`config.mk`:
```
export PLATFORM = sky130hd
export DESIGN_NAME = load_store_stage_flat
export DESIGN_NICKNAME = d
export VERILOG_FILES = /design/src/rtl/load_store_stage_if.sv /design/src/rtl/load_store_stage.sv /design/src/flat_wrapper.sv
export SDC_FILE = /design/constraint.sdc
export NUM_CORES = 1
export LEC_CHECK = 0
export CORE_AREA = 2 2 260 262
export DETAILED_ROUTE_END_ITERATION = 8
export DIE_AREA = 0 0 262 264
export PLACE_DENSITY = 0.73
export SYNTH_ARGS = -nofsm -noshare
export SYNTH_HDL_FRONTEND = slang
export SYNTH_SLANG_ARGS = --single-unit
```
`constraint.sdc`:
```
create_clock -name i_clk -period 2.5 [get_ports i_clk]
set_input_delay 0.375 -clock i_clk [delete_from_list [all_inputs] [get_ports i_clk]]
set_output_delay 0.375 -clock i_clk [all_outputs]
set_load 0.1 [all_outputs]
```
`src/rtl/load_store_stage_if.sv`:
```
// Data-memory request/response bus between the load/store stage (master) and data memory (slave).
// One outstanding request at a time; dmem_err is meaningful only while dmem_ack is high.
interface load_store_stage_if;
    logic        dmem_req;
    logic        dmem_we;
    logic [63:0] dmem_addr;
    logic [63:0] dmem_wdata;
    logic [7:0]  dmem_wstrb;
    logic [63:0] dmem_rdata;
    logic        dmem_ack;
    logic        dmem_err;

    modport master (
        output dmem_req,
        output dmem_we,
        output dmem_addr,
        output dmem_wdata,
        output dmem_wstrb,
        input  dmem_rdata,
        input  dmem_ack,
        input  dmem_err
    );

    modport slave (
        input  dmem_req,
        input  dmem_we,
        input  dmem_addr,
        input  dmem_wdata,
        input  dmem_wstrb,
        output dmem_rdata,
        output dmem_ack,
        output dmem_err
    );
endinterface

```
`src/rtl/load_store_stage.sv`:
```
// Memory pipeline stage: issues aligned loads/stores on the data bus, formats load data and
// drives the registered writeback latch plus alignment/access-fault flags.
module load_store_stage (
    input  logic                      i_clk,
    input  logic                      i_rst_n,
    input  logic                      i_mem_v,
    input  logic [31:0]               i_mem_ir,
    input  logic [63:0]               i_mem_npc,
    input  logic [63:0]               i_mem_alu_result,
    input  logic [63:0]               i_mem_sr2,
    input  logic [4:0]                i_mem_drid,
    input  logic                      i_wb_stall,
    output logic                      o_mem_stall,
    load_store_stage_if.master        dmem,
    output logic                      o_wb_v,
    output logic [31:0]               o_wb_ir,
    output logic [63:0]               o_wb_npc,
    output logic [63:0]               o_wb_alu_result,
    output logic [63:0]               o_wb_mem_result,
    output logic [4:0]                o_wb_drid,
    output logic                      o_mem_lam,
    output logic                      o_mem_laf,
    output logic                      o_mem_sam,
    output logic                      o_mem_saf
);

    localparam logic [6:0] OpLoad  = 7'b0000011;
    localparam logic [6:0] OpStore = 7'b0100011;

    typedef enum logic [1:0] {
        StIdle,
        StWait,
        StHold
    } state_e;

    state_e r_state;
    state_e w_state_nxt;

    // Shift the addressed bytes down to lane 0, then truncate and extend by access size.
    function automatic logic [63:0] format_load(input logic [63:0] rdata, input logic [2:0] off,
                                                input logic [2:0] funct3);
        logic [63:0] shifted;
        logic [63:0] result;
        shifted = rdata >> {off, 3'b000};
        case (funct3[1:0])
            2'd0:    result = funct3[2] ? {56'd0, shifted[7:0]}
                                        : {{56{shifted[7]}}, shifted[7:0]};
            2'd1:    result = funct3[2] ? {48'd0, shifted[15:0]}
                                        : {{48{shifted[15]}}, shifted[15:0]};
            2'd2:    result = funct3[2] ? {32'd0, shifted[31:0]}
                                        : {{32{shifted[31]}}, shifted[31:0]};
            default: result = shifted;
        endcase
        return result;
    endfunction

    // Decode of the instruction presented by execute.
    logic [6:0]  w_opcode;
    logic [2:0]  w_funct3;
    logic        w_ld_acc;
    logic        w_st_acc;
    logic [7:0]  w_size_mask;
    logic [2:0]  w_align_mask;
    logic        w_misaligned;
    logic        w_issue;
    logic        w_lam;
    logic        w_sam;
    logic [2:0]  w_off;
    logic [7:0]  w_wstrb;
    logic [63:0] w_wdata;

    assign w_opcode = i_mem_ir[6:0];
    assign w_funct3 = i_mem_ir[14:12];
    // funct3 111 loads and funct3[2]=1 stores are not real accesses and simply pass through.
    assign w_ld_acc = (w_opcode == OpLoad) && (w_funct3 != 3'b111);
    assign w_st_acc = (w_opcode == OpStore) && !w_funct3[2];

    always_comb begin
        w_size_mask  = 8'h01;
        w_align_mask = 3'b000;
        case (w_funct3[1:0])
            2'd0: begin
                w_size_mask  = 8'h01;
                w_align_mask = 3'b000;
            end
            2'd1: begin
                w_size_mask  = 8'h03;
                w_align_mask = 3'b001;
            end
            2'd2: begin
                w_size_mask  = 8'h0F;
                w_align_mask = 3'b011;
            end
            default: begin
                w_size_mask  = 8'hFF;
                w_align_mask = 3'b111;
            end
        endcase
    end

    assign w_off        = i_mem_alu_result[2:0];
    assign w_misaligned = |(w_off & w_align_mask);
    assign w_issue      = i_mem_v && (w_ld_acc || w_st_acc) && !w_misaligned;
    assign w_lam        = i_mem_v && w_ld_acc && w_misaligned;
    assign w_sam        = i_mem_v && w_st_acc && w_misaligned;
    assign w_wstrb      = w_size_mask << w_off;
    assign w_wdata      = i_mem_sr2 << {w_off, 3'b000};

    // Bus registers.
    logic        r_dmem_req;
    logic        r_dmem_we;
    logic [63:0] r_dmem_addr;
    logic [63:0] r_dmem_wdata;
    logic [7:0]  r_dmem_wstrb;

    // Copy of the in-flight instruction so completion never depends on execute's outputs.
    logic [31:0] r_pend_ir;
    logic [63:0] r_pend_npc;
    logic [63:0] r_pend_alu;
    logic [4:0]  r_pend_drid;
    logic        r_pend_load;
    logic [2:0]  r_pend_funct3;

    logic [63:0] r_hold_result;
    logic        r_hold_err;

    logic [63:0] w_ld_data;
    logic [63:0] w_ack_result;
    logic [63:0] w_fin_result;
    logic        w_fin_err;

    // Control strobes from the FSM.
    logic w_mem_stall;
    logic w_issue_en;
    logic w_req_clr;
    logic w_hold_cap;
    logic w_wb_load_in;
    logic w_wb_load_ack;
    logic w_wb_load_hold;

    assign w_ld_data    = format_load(dmem.dmem_rdata, r_pend_alu[2:0], r_pend_funct3);
    assign w_ack_result = (r_pend_load && !dmem.dmem_err) ? w_ld_data : 64'd0;
    assign w_fin_result = w_wb_load_hold ? r_hold_result : w_ack_result;
    assign w_fin_err    = w_wb_load_hold ? r_hold_err : dmem.dmem_err;

    always_comb begin
        w_state_nxt    = r_state;
        w_mem_stall    = 1'b0;
        w_issue_en     = 1'b0;
        w_req_clr      = 1'b0;
        w_hold_cap     = 1'b0;
        w_wb_load_in   = 1'b0;
        w_wb_load_ack  = 1'b0;
        w_wb_load_hold = 1'b0;
        case (r_state)
            StIdle: begin
                if (i_wb_stall) begin
                    w_mem_stall = 1'b1;
                end else if (w_issue) begin
                    w_mem_stall = 1'b1;
                    w_issue_en  = 1'b1;
                    w_state_nxt = StWait;
                end else begin
                    w_wb_load_in = 1'b1;
                end
            end
            StWait: begin
                w_mem_stall = !(dmem.dmem_ack && !i_wb_stall);
                if (dmem.dmem_ack) begin
                    w_req_clr = 1'b1;
                    if (i_wb_stall) begin
                        w_hold_cap  = 1'b1;
                        w_state_nxt = StHold;
                    end else begin
                        w_wb_load_ack = 1'b1;
                        w_state_nxt   = StIdle;
                    end
                end
            end
            StHold: begin
                w_mem_stall = i_wb_stall;
                if (!i_wb_stall) begin
                    w_wb_load_hold = 1'b1;
                    w_state_nxt    = StIdle;
                end
            end
            default: w_state_nxt = StIdle;
        endcase
    end

    // Execute must see no stall while the stage is held in reset.
    assign o_mem_stall = w_mem_stall && i_rst_n;

    always_ff @(posedge i_clk or negedge i_rst_n) begin
        if (!i_rst_n) begin
            r_state <= StIdle;
        end else begin
            r_state <= w_state_nxt;
        end
    end

    always_ff @(posedge i_clk or negedge i_rst_n) begin
        if (!i_rst_n) begin
            r_dmem_req   <= 1'b0;
            r_dmem_we    <= 1'b0;
            r_dmem_addr  <= 64'd0;
            r_dmem_wdata <= 64'd0;
            r_dmem_wstrb <= 8'd0;
        end else if (w_issue_en) begin
            r_dmem_req   <= 1'b1;
            r_dmem_we    <= w_st_acc;
            r_dmem_addr  <= {i_mem_alu_result[63:3], 3'b000};
            r_dmem_wdata <= w_wdata;
            r_dmem_wstrb <= w_wstrb;
        end else if (w_req_clr) begin
            r_dmem_req <= 1'b0;
            r_dmem_we  <= 1'b0;
        end
    end

    always_ff @(posedge i_clk or negedge i_rst_n) begin
        if (!i_rst_n) begin
            r_pend_ir     <= 32'd0;
            r_pend_npc    <= 64'd0;
            r_pend_alu    <= 64'd0;
            r_pend_drid   <= 5'd0;
            r_pend_load   <= 1'b0;
            r_pend_funct3 <= 3'd0;
        end else if (w_issue_en) begin
            r_pend_ir     <= i_mem_ir;
            r_pend_npc    <= i_mem_npc;
            r_pend_alu    <= i_mem_alu_result;
            r_pend_drid   <= i_mem_drid;
            r_pend_load   <= w_ld_acc;
            r_pend_funct3 <= w_funct3;
        end
    end

    always_ff @(posedge i_clk or negedge i_rst_n) begin
        if (!i_rst_n) begin
            r_hold_result <= 64'd0;
            r_hold_err    <= 1'b0;
        end else if (w_hold_cap) begin
            r_hold_result <= w_ack_result;
            r_hold_err    <= dmem.dmem_err;
        end
    end

    always_ff @(posedge i_clk or negedge i_rst_n) begin
        if (!i_rst_n) begin
            o_wb_v          <= 1'b0;
            o_wb_ir         <= 32'd0;
            o_wb_npc        <= 64'd0;
            o_wb_alu_result <= 64'd0;
            o_wb_mem_result <= 64'd0;
            o_wb_drid       <= 5'd0;
            o_mem_lam       <= 1'b0;
            o_mem_laf       <= 1'b0;
            o_mem_sam       <= 1'b0;
            o_mem_saf       <= 1'b0;
        end else if (w_wb_load_in) begin
            o_wb_v          <= i_mem_v;
            o_wb_ir         <= i_mem_ir;
            o_wb_npc        <= i_mem_npc;
            o_wb_alu_result <= i_mem_alu_result;
            o_wb_mem_result <= 64'd0;
            o_wb_drid       <= i_mem_drid;
            o_mem_lam       <= w_lam;
            o_mem_laf       <= 1'b0;
            o_mem_sam       <= w_sam;
            o_mem_saf       <= 1'b0;
        end else if (w_wb_load_ack || w_wb_load_hold) begin
            o_wb_v          <= 1'b1;
            o_wb_ir         <= r_pend_ir;
            o_wb_npc        <= r_pend_npc;
            o_wb_alu_result <= r_pend_alu;
            o_wb_mem_result <= w_fin_result;
            o_wb_drid       <= r_pend_drid;
            o_mem_lam       <= 1'b0;
            o_mem_laf       <= r_pend_load && w_fin_err;
            o_mem_sam       <= 1'b0;
            o_mem_saf       <= !r_pend_load && w_fin_err;
        end
    end

    assign dmem.dmem_req   = r_dmem_req;
    assign dmem.dmem_we    = r_dmem_we;
    assign dmem.dmem_addr  = r_dmem_addr;
    assign dmem.dmem_wdata = r_dmem_wdata;
    assign dmem.dmem_wstrb = r_dmem_wstrb;

endmodule

```
`src/flat_wrapper.sv`:
```
// flat-port wrapper written by rule: the top's interface ports become plain ports
module load_store_stage_flat 
  (i_clk, i_rst_n, i_mem_v, i_mem_ir, i_mem_npc, i_mem_alu_result, i_mem_sr2, i_mem_drid, i_wb_stall, o_mem_stall, o_wb_v, o_wb_ir, o_wb_npc, o_wb_alu_result, o_wb_mem_result, o_wb_drid, o_mem_lam, o_mem_laf, o_mem_sam, o_mem_saf, dmem_dmem_req, dmem_dmem_we, dmem_dmem_addr, dmem_dmem_wdata, dmem_dmem_wstrb, dmem_dmem_rdata, dmem_dmem_ack, dmem_dmem_err);
  load_store_stage_if dmem_i ();
  input  logic i_clk;
  input  logic i_rst_n;
  input  logic i_mem_v;
  input  logic [31:0] i_mem_ir;
  input  logic [63:0] i_mem_npc;
  input  logic [63:0] i_mem_alu_result;
  input  logic [63:0] i_mem_sr2;
  input  logic [4:0] i_mem_drid;
  input  logic i_wb_stall;
  output logic o_mem_stall;
  output logic o_wb_v;
  output logic [31:0] o_wb_ir;
  output logic [63:0] o_wb_npc;
  output logic [63:0] o_wb_alu_result;
  output logic [63:0] o_wb_mem_result;
  output logic [4:0] o_wb_drid;
  output logic o_mem_lam;
  output logic o_mem_laf;
  output logic o_mem_sam;
  output logic o_mem_saf;
  output wire logic [$bits(dmem_i.dmem_req)-1:0] dmem_dmem_req;
  output wire logic [$bits(dmem_i.dmem_we)-1:0] dmem_dmem_we;
  output wire logic [$bits(dmem_i.dmem_addr)-1:0] dmem_dmem_addr;
  output wire logic [$bits(dmem_i.dmem_wdata)-1:0] dmem_dmem_wdata;
  output wire logic [$bits(dmem_i.dmem_wstrb)-1:0] dmem_dmem_wstrb;
  input wire logic [$bits(dmem_i.dmem_rdata)-1:0] dmem_dmem_rdata;
  input wire logic [$bits(dmem_i.dmem_ack)-1:0] dmem_dmem_ack;
  input wire logic [$bits(dmem_i.dmem_err)-1:0] dmem_dmem_err;
  assign dmem_dmem_req = dmem_i.dmem_req;
  assign dmem_dmem_we = dmem_i.dmem_we;
  assign dmem_dmem_addr = dmem_i.dmem_addr;
  assign dmem_dmem_wdata = dmem_i.dmem_wdata;
  assign dmem_dmem_wstrb = dmem_i.dmem_wstrb;
  assign dmem_i.dmem_rdata = dmem_dmem_rdata;
  assign dmem_i.dmem_ack = dmem_dmem_ack;
  assign dmem_i.dmem_err = dmem_dmem_err;
  load_store_stage u_core (.i_clk(i_clk), .i_rst_n(i_rst_n), .i_mem_v(i_mem_v), .i_mem_ir(i_mem_ir), .i_mem_npc(i_mem_npc), .i_mem_alu_result(i_mem_alu_result), .i_mem_sr2(i_mem_sr2), .i_mem_drid(i_mem_drid), .i_wb_stall(i_wb_stall), .o_mem_stall(o_mem_stall), .dmem(dmem_i), .o_wb_v(o_wb_v), .o_wb_ir(o_wb_ir), .o_wb_npc(o_wb_npc), .o_wb_alu_result(o_wb_alu_result), .o_wb_mem_result(o_wb_mem_result), .o_wb_drid(o_wb_drid), .o_mem_lam(o_mem_lam), .o_mem_laf(o_mem_laf), .o_mem_sam(o_mem_sam), .o_mem_saf(o_mem_saf));
endmodule
```
==> results <==
==> per-stage QoR <==
stage / setup TNS [ns] / util
CTS: -0.0348 / 0.524
global route: -0.00473 / 0.525
finish: 0 / 0.525
floorplan: 0 / -
detailed placement: -79.38 / 0.494
global placement: -60.48 / 0.494
==> kinds of logic after synthesis <==
group,after synthesis,share of synthesized area
buffers and inverters,278,0.0564
and+or+nand+nor,1177,0.181
muxes,141,0.0670
DFF,541,0.530
AOI/OAI and AO/OA,633,0.165
other,1,0.000147
==> worst min-delay path by stage <==
stage	startpoint	to	depth (start not counted)
floorplan	i_rst_n	u_core.dmem.dmem_addr[63]	0
global placement	i_rst_n	u_core.o_wb_mem_result[61]	1
detailed placement	i_rst_n	u_core.o_wb_mem_result[59]	1
CTS	i_mem_ir[9]	u_core.r_pend_ir[9]	3
global route	i_mem_ir[2]	u_core.o_wb_ir[2]	3
finish	i_mem_ir[2]	u_core.o_wb_ir[2]	3
==> registers in the layout, indices dropped and copies added (netlist names), 8 cells and up <==
register,flops
u_core.dmem.dmem_wdata,64
u_core.dmem.dmem_wstrb,8
u_core.o_wb_alu_result,64
u_core.o_wb_ir,32
u_core.o_wb_mem_result,64
u_core.o_wb_npc,64
u_core.r_hold_result,64
u_core.r_pend_alu,63
u_core.r_pend_ir,30
u_core.r_pend_npc,64
==> critical path, cell delays in order <==
cell,delay [ns]
clkdlybuf4s50_1,0.48
nor4_4,0.25
and3_4,0.25
nand3_2,0.08
o21ai_1,0.14
and4_4,0.25
buf_12,0.18
==> metal layers <==
metal | track usage | up-vias | part of all wire
met4 | 0.108 | 4 | 0.044
met3 | 0.0634 | 199 | 0.084
met2 | 0.411 | 941 | 0.47
met5 | 0 | - | 0.00036
met1 | 0.323 | 11200 | 0.40
li1 | - | 10700 | -
==> area by class of cell <==
class	instances	area share
well taps	873	0.0313
repair buffers	851	0.221
clock buffers	87	0.0486
clock inverters	19	0.00605
inverters	7	0.000752
flip-flops and latches	541	0.387
multi-input cells	1954	0.304
diodes	11	0.000788
==> power groups by stage <==
stage          combinational (W)  clock (W)  sequential (W)
6_report                 0.00528    0.00868         0.00939
3_3_place_gp             0.00524          0         0.00953
3_5_place_dp             0.00527          0         0.00954
2_1_floorplan            0.00124          0          0.0117
5_1_grt                  0.00552    0.00918         0.00943
4_1_cts                  0.00529    0.00882         0.00938
==> what timing repair did <==
item | in CTS | in global routing
hold endpoints to repair | 72 | 0
hold buffers | 5 | 0
endpoints found under the setup margin | 13 | 33
pin swaps | 3 | 5
setup buffers | 1 | 2
resized for setup | 8 | 11
==> layout by cell type, fill, tap and decap left out, drive strengths merged, types with 10 or more instances in the layout <==
master,count
nand2b,10
clkinv,12
nand2,1013
mux4,20
a211oi,19
mux2i,83
nor2b,12
mux2,38
clkdlybuf4s50,290
nand3,19
a21oi,92
o21ai,223
diode,11
dfrtp,541
a31oi,19
nor2,85
a21o,22
clkbuf,87
a22oi,214
buf,552
==> results.sh <==
export IMPL_yosysUniqueCellTypes=61
export IMPL_ios=672
export IMPL_cp_end_kind="primary output"
export IMPL_die_height_um=264
export IMPL_min_period_over_period=0.952
export IMPL_seq_area_frac_synth=0.530
export IMPL_path_class="in2out"
export IMPL_dpl_worst_slack_ns=-0.407
export IMPL_finalPower_w=0.0233
export IMPL_grt_pass1_wl_mm=135
export IMPL_yosysWarningCount=0
export IMPL_synthCells=2771
export IMPL_switching_power_w=0.00776
export IMPL_wl_per_cell_um=20.9
export IMPL_p_leak_nw=17.3
export IMPL_start_util=0.383
export IMPL_row_count=95
export IMPL_ys_ff_latch=541
export IMPL_syn_area_per_cell_sq_um=9.21
export IMPL_hp_class="in2reg"
export IMPL_final_min_clock_period_ns=2.38
export IMPL_ctsHtreeMaxLevel=2
export IMPL_cap_violations=0
export IMPL_fin_nets=3711
export IMPL_async_reset_ff_frac=1.00
export IMPL_antenna_found_initial=13
export IMPL_tightest_slew_ns=0.890
export IMPL_internal_power_w=0.0156
export IMPL_clock_power_share=0.372
export IMPL_drv_slew=0
export IMPL_grt_use_total=0.254
export IMPL_synth_most_common_cell="nand2_1"
export IMPL_power_density_mw_per_mm2=668
export IMPL_timing_rr_start="u_core.r_pend_alu[2]"
export IMPL_final_area_sq_mm=0.0350
export IMPL_skew_ns=0.0236
export IMPL_drc_errors=0
export IMPL_setup_viol=0
export IMPL_final_fill_count=6030
export IMPL_cts_tree="yes"
export IMPL_required_ns=2.12
export IMPL_vias=23000
export IMPL_synth_top_area_frac=0.530
export IMPL_ir_drop_mv=0.679
export IMPL_comb_power_share=0.226
export IMPL_status="finished, final reports clean"
export IMPL_slew_headroom=0.402
export IMPL_cts_sinks=541
export IMPL_core_area_sq_mm=0.0666
export IMPL_grt_max_degree=133
export IMPL_multi_input_area_sq_mm=0.0106
export IMPL_ff2ff_setup_slack_ns=0.14
export IMPL_crit_fanout=2
export IMPL_area_delta_synth_final_pct=37.0
export IMPL_path_clk_slew_ns=0.06
export IMPL_port_buffer_count=668
export IMPL_ant_nets=0
export IMPL_seqCellArea_sq_mm=0.0135
export IMPL_gp_routability_congestion=0.934
export IMPL_worst_hold_slack_ns=0.125
export IMPL_drt_first_pass_iters=5
export IMPL_routed_via_density=5.29
export IMPL_yosysTopAreaCell="dfrtp_1"
export IMPL_worstSetupStartpointType="input pin"
export IMPL_seqPwrFrac=0.402
export IMPL_synthTopCellsByCount="1013 x nand2_1, 541 x dfrtp_1, 214 x a22oi_1"
export IMPL_cts_root_buf="clkbuf_16"
export IMPL_synth_top_cells_by_area="dfrtp_1 53%, nand2_1 15%, a22oi_1 6.3%, mux2i_1 3.3%, o21ai_0 3.2%"
export IMPL_placed_cell_area_sq_mm=0.0329
export IMPL_numCtsBuffers=57
export IMPL_dp_cells=4218
export IMPL_cp_arrival_ns=2.01
export IMPL_synth_edf_count=0
export IMPL_grt_overflow=0
export IMPL_rr_endpoint="u_core.r_hold_result[59]"
export IMPL_wl_mm=90.6
export IMPL_clock_path_buffers=3
export IMPL_drive_gt1_frac=0.226
export IMPL_setup_slack_ns=0.119
export IMPL_stdcell_count=4343
export IMPL_synth_ff_type="dfrtp_1"
export IMPL_grt_pass1_vias=22200
export IMPL_setup_worst_path_start="i_mem_ir[4]"
export IMPL_drt_iter0_drc=2212
export IMPL_dp_hpwl_mm=67.1
export IMPL_fmax_mhz=420
export IMPL_hold_viol=0
export IMPL_fp_dieW_um=262
export IMPL_syn_area_sq_mm=0.0255
export IMPL_clkLatencyLatePin_ns=0.63
export IMPL_power_share_switching=0.332
export IMPL_worstSetupEndpoint="o_mem_stall"
export IMPL_die_area_sq_mm=0.0692
export IMPL_worst_r2r_cell_count=10
Note: power is estimated with default switching activity, not from simulation.
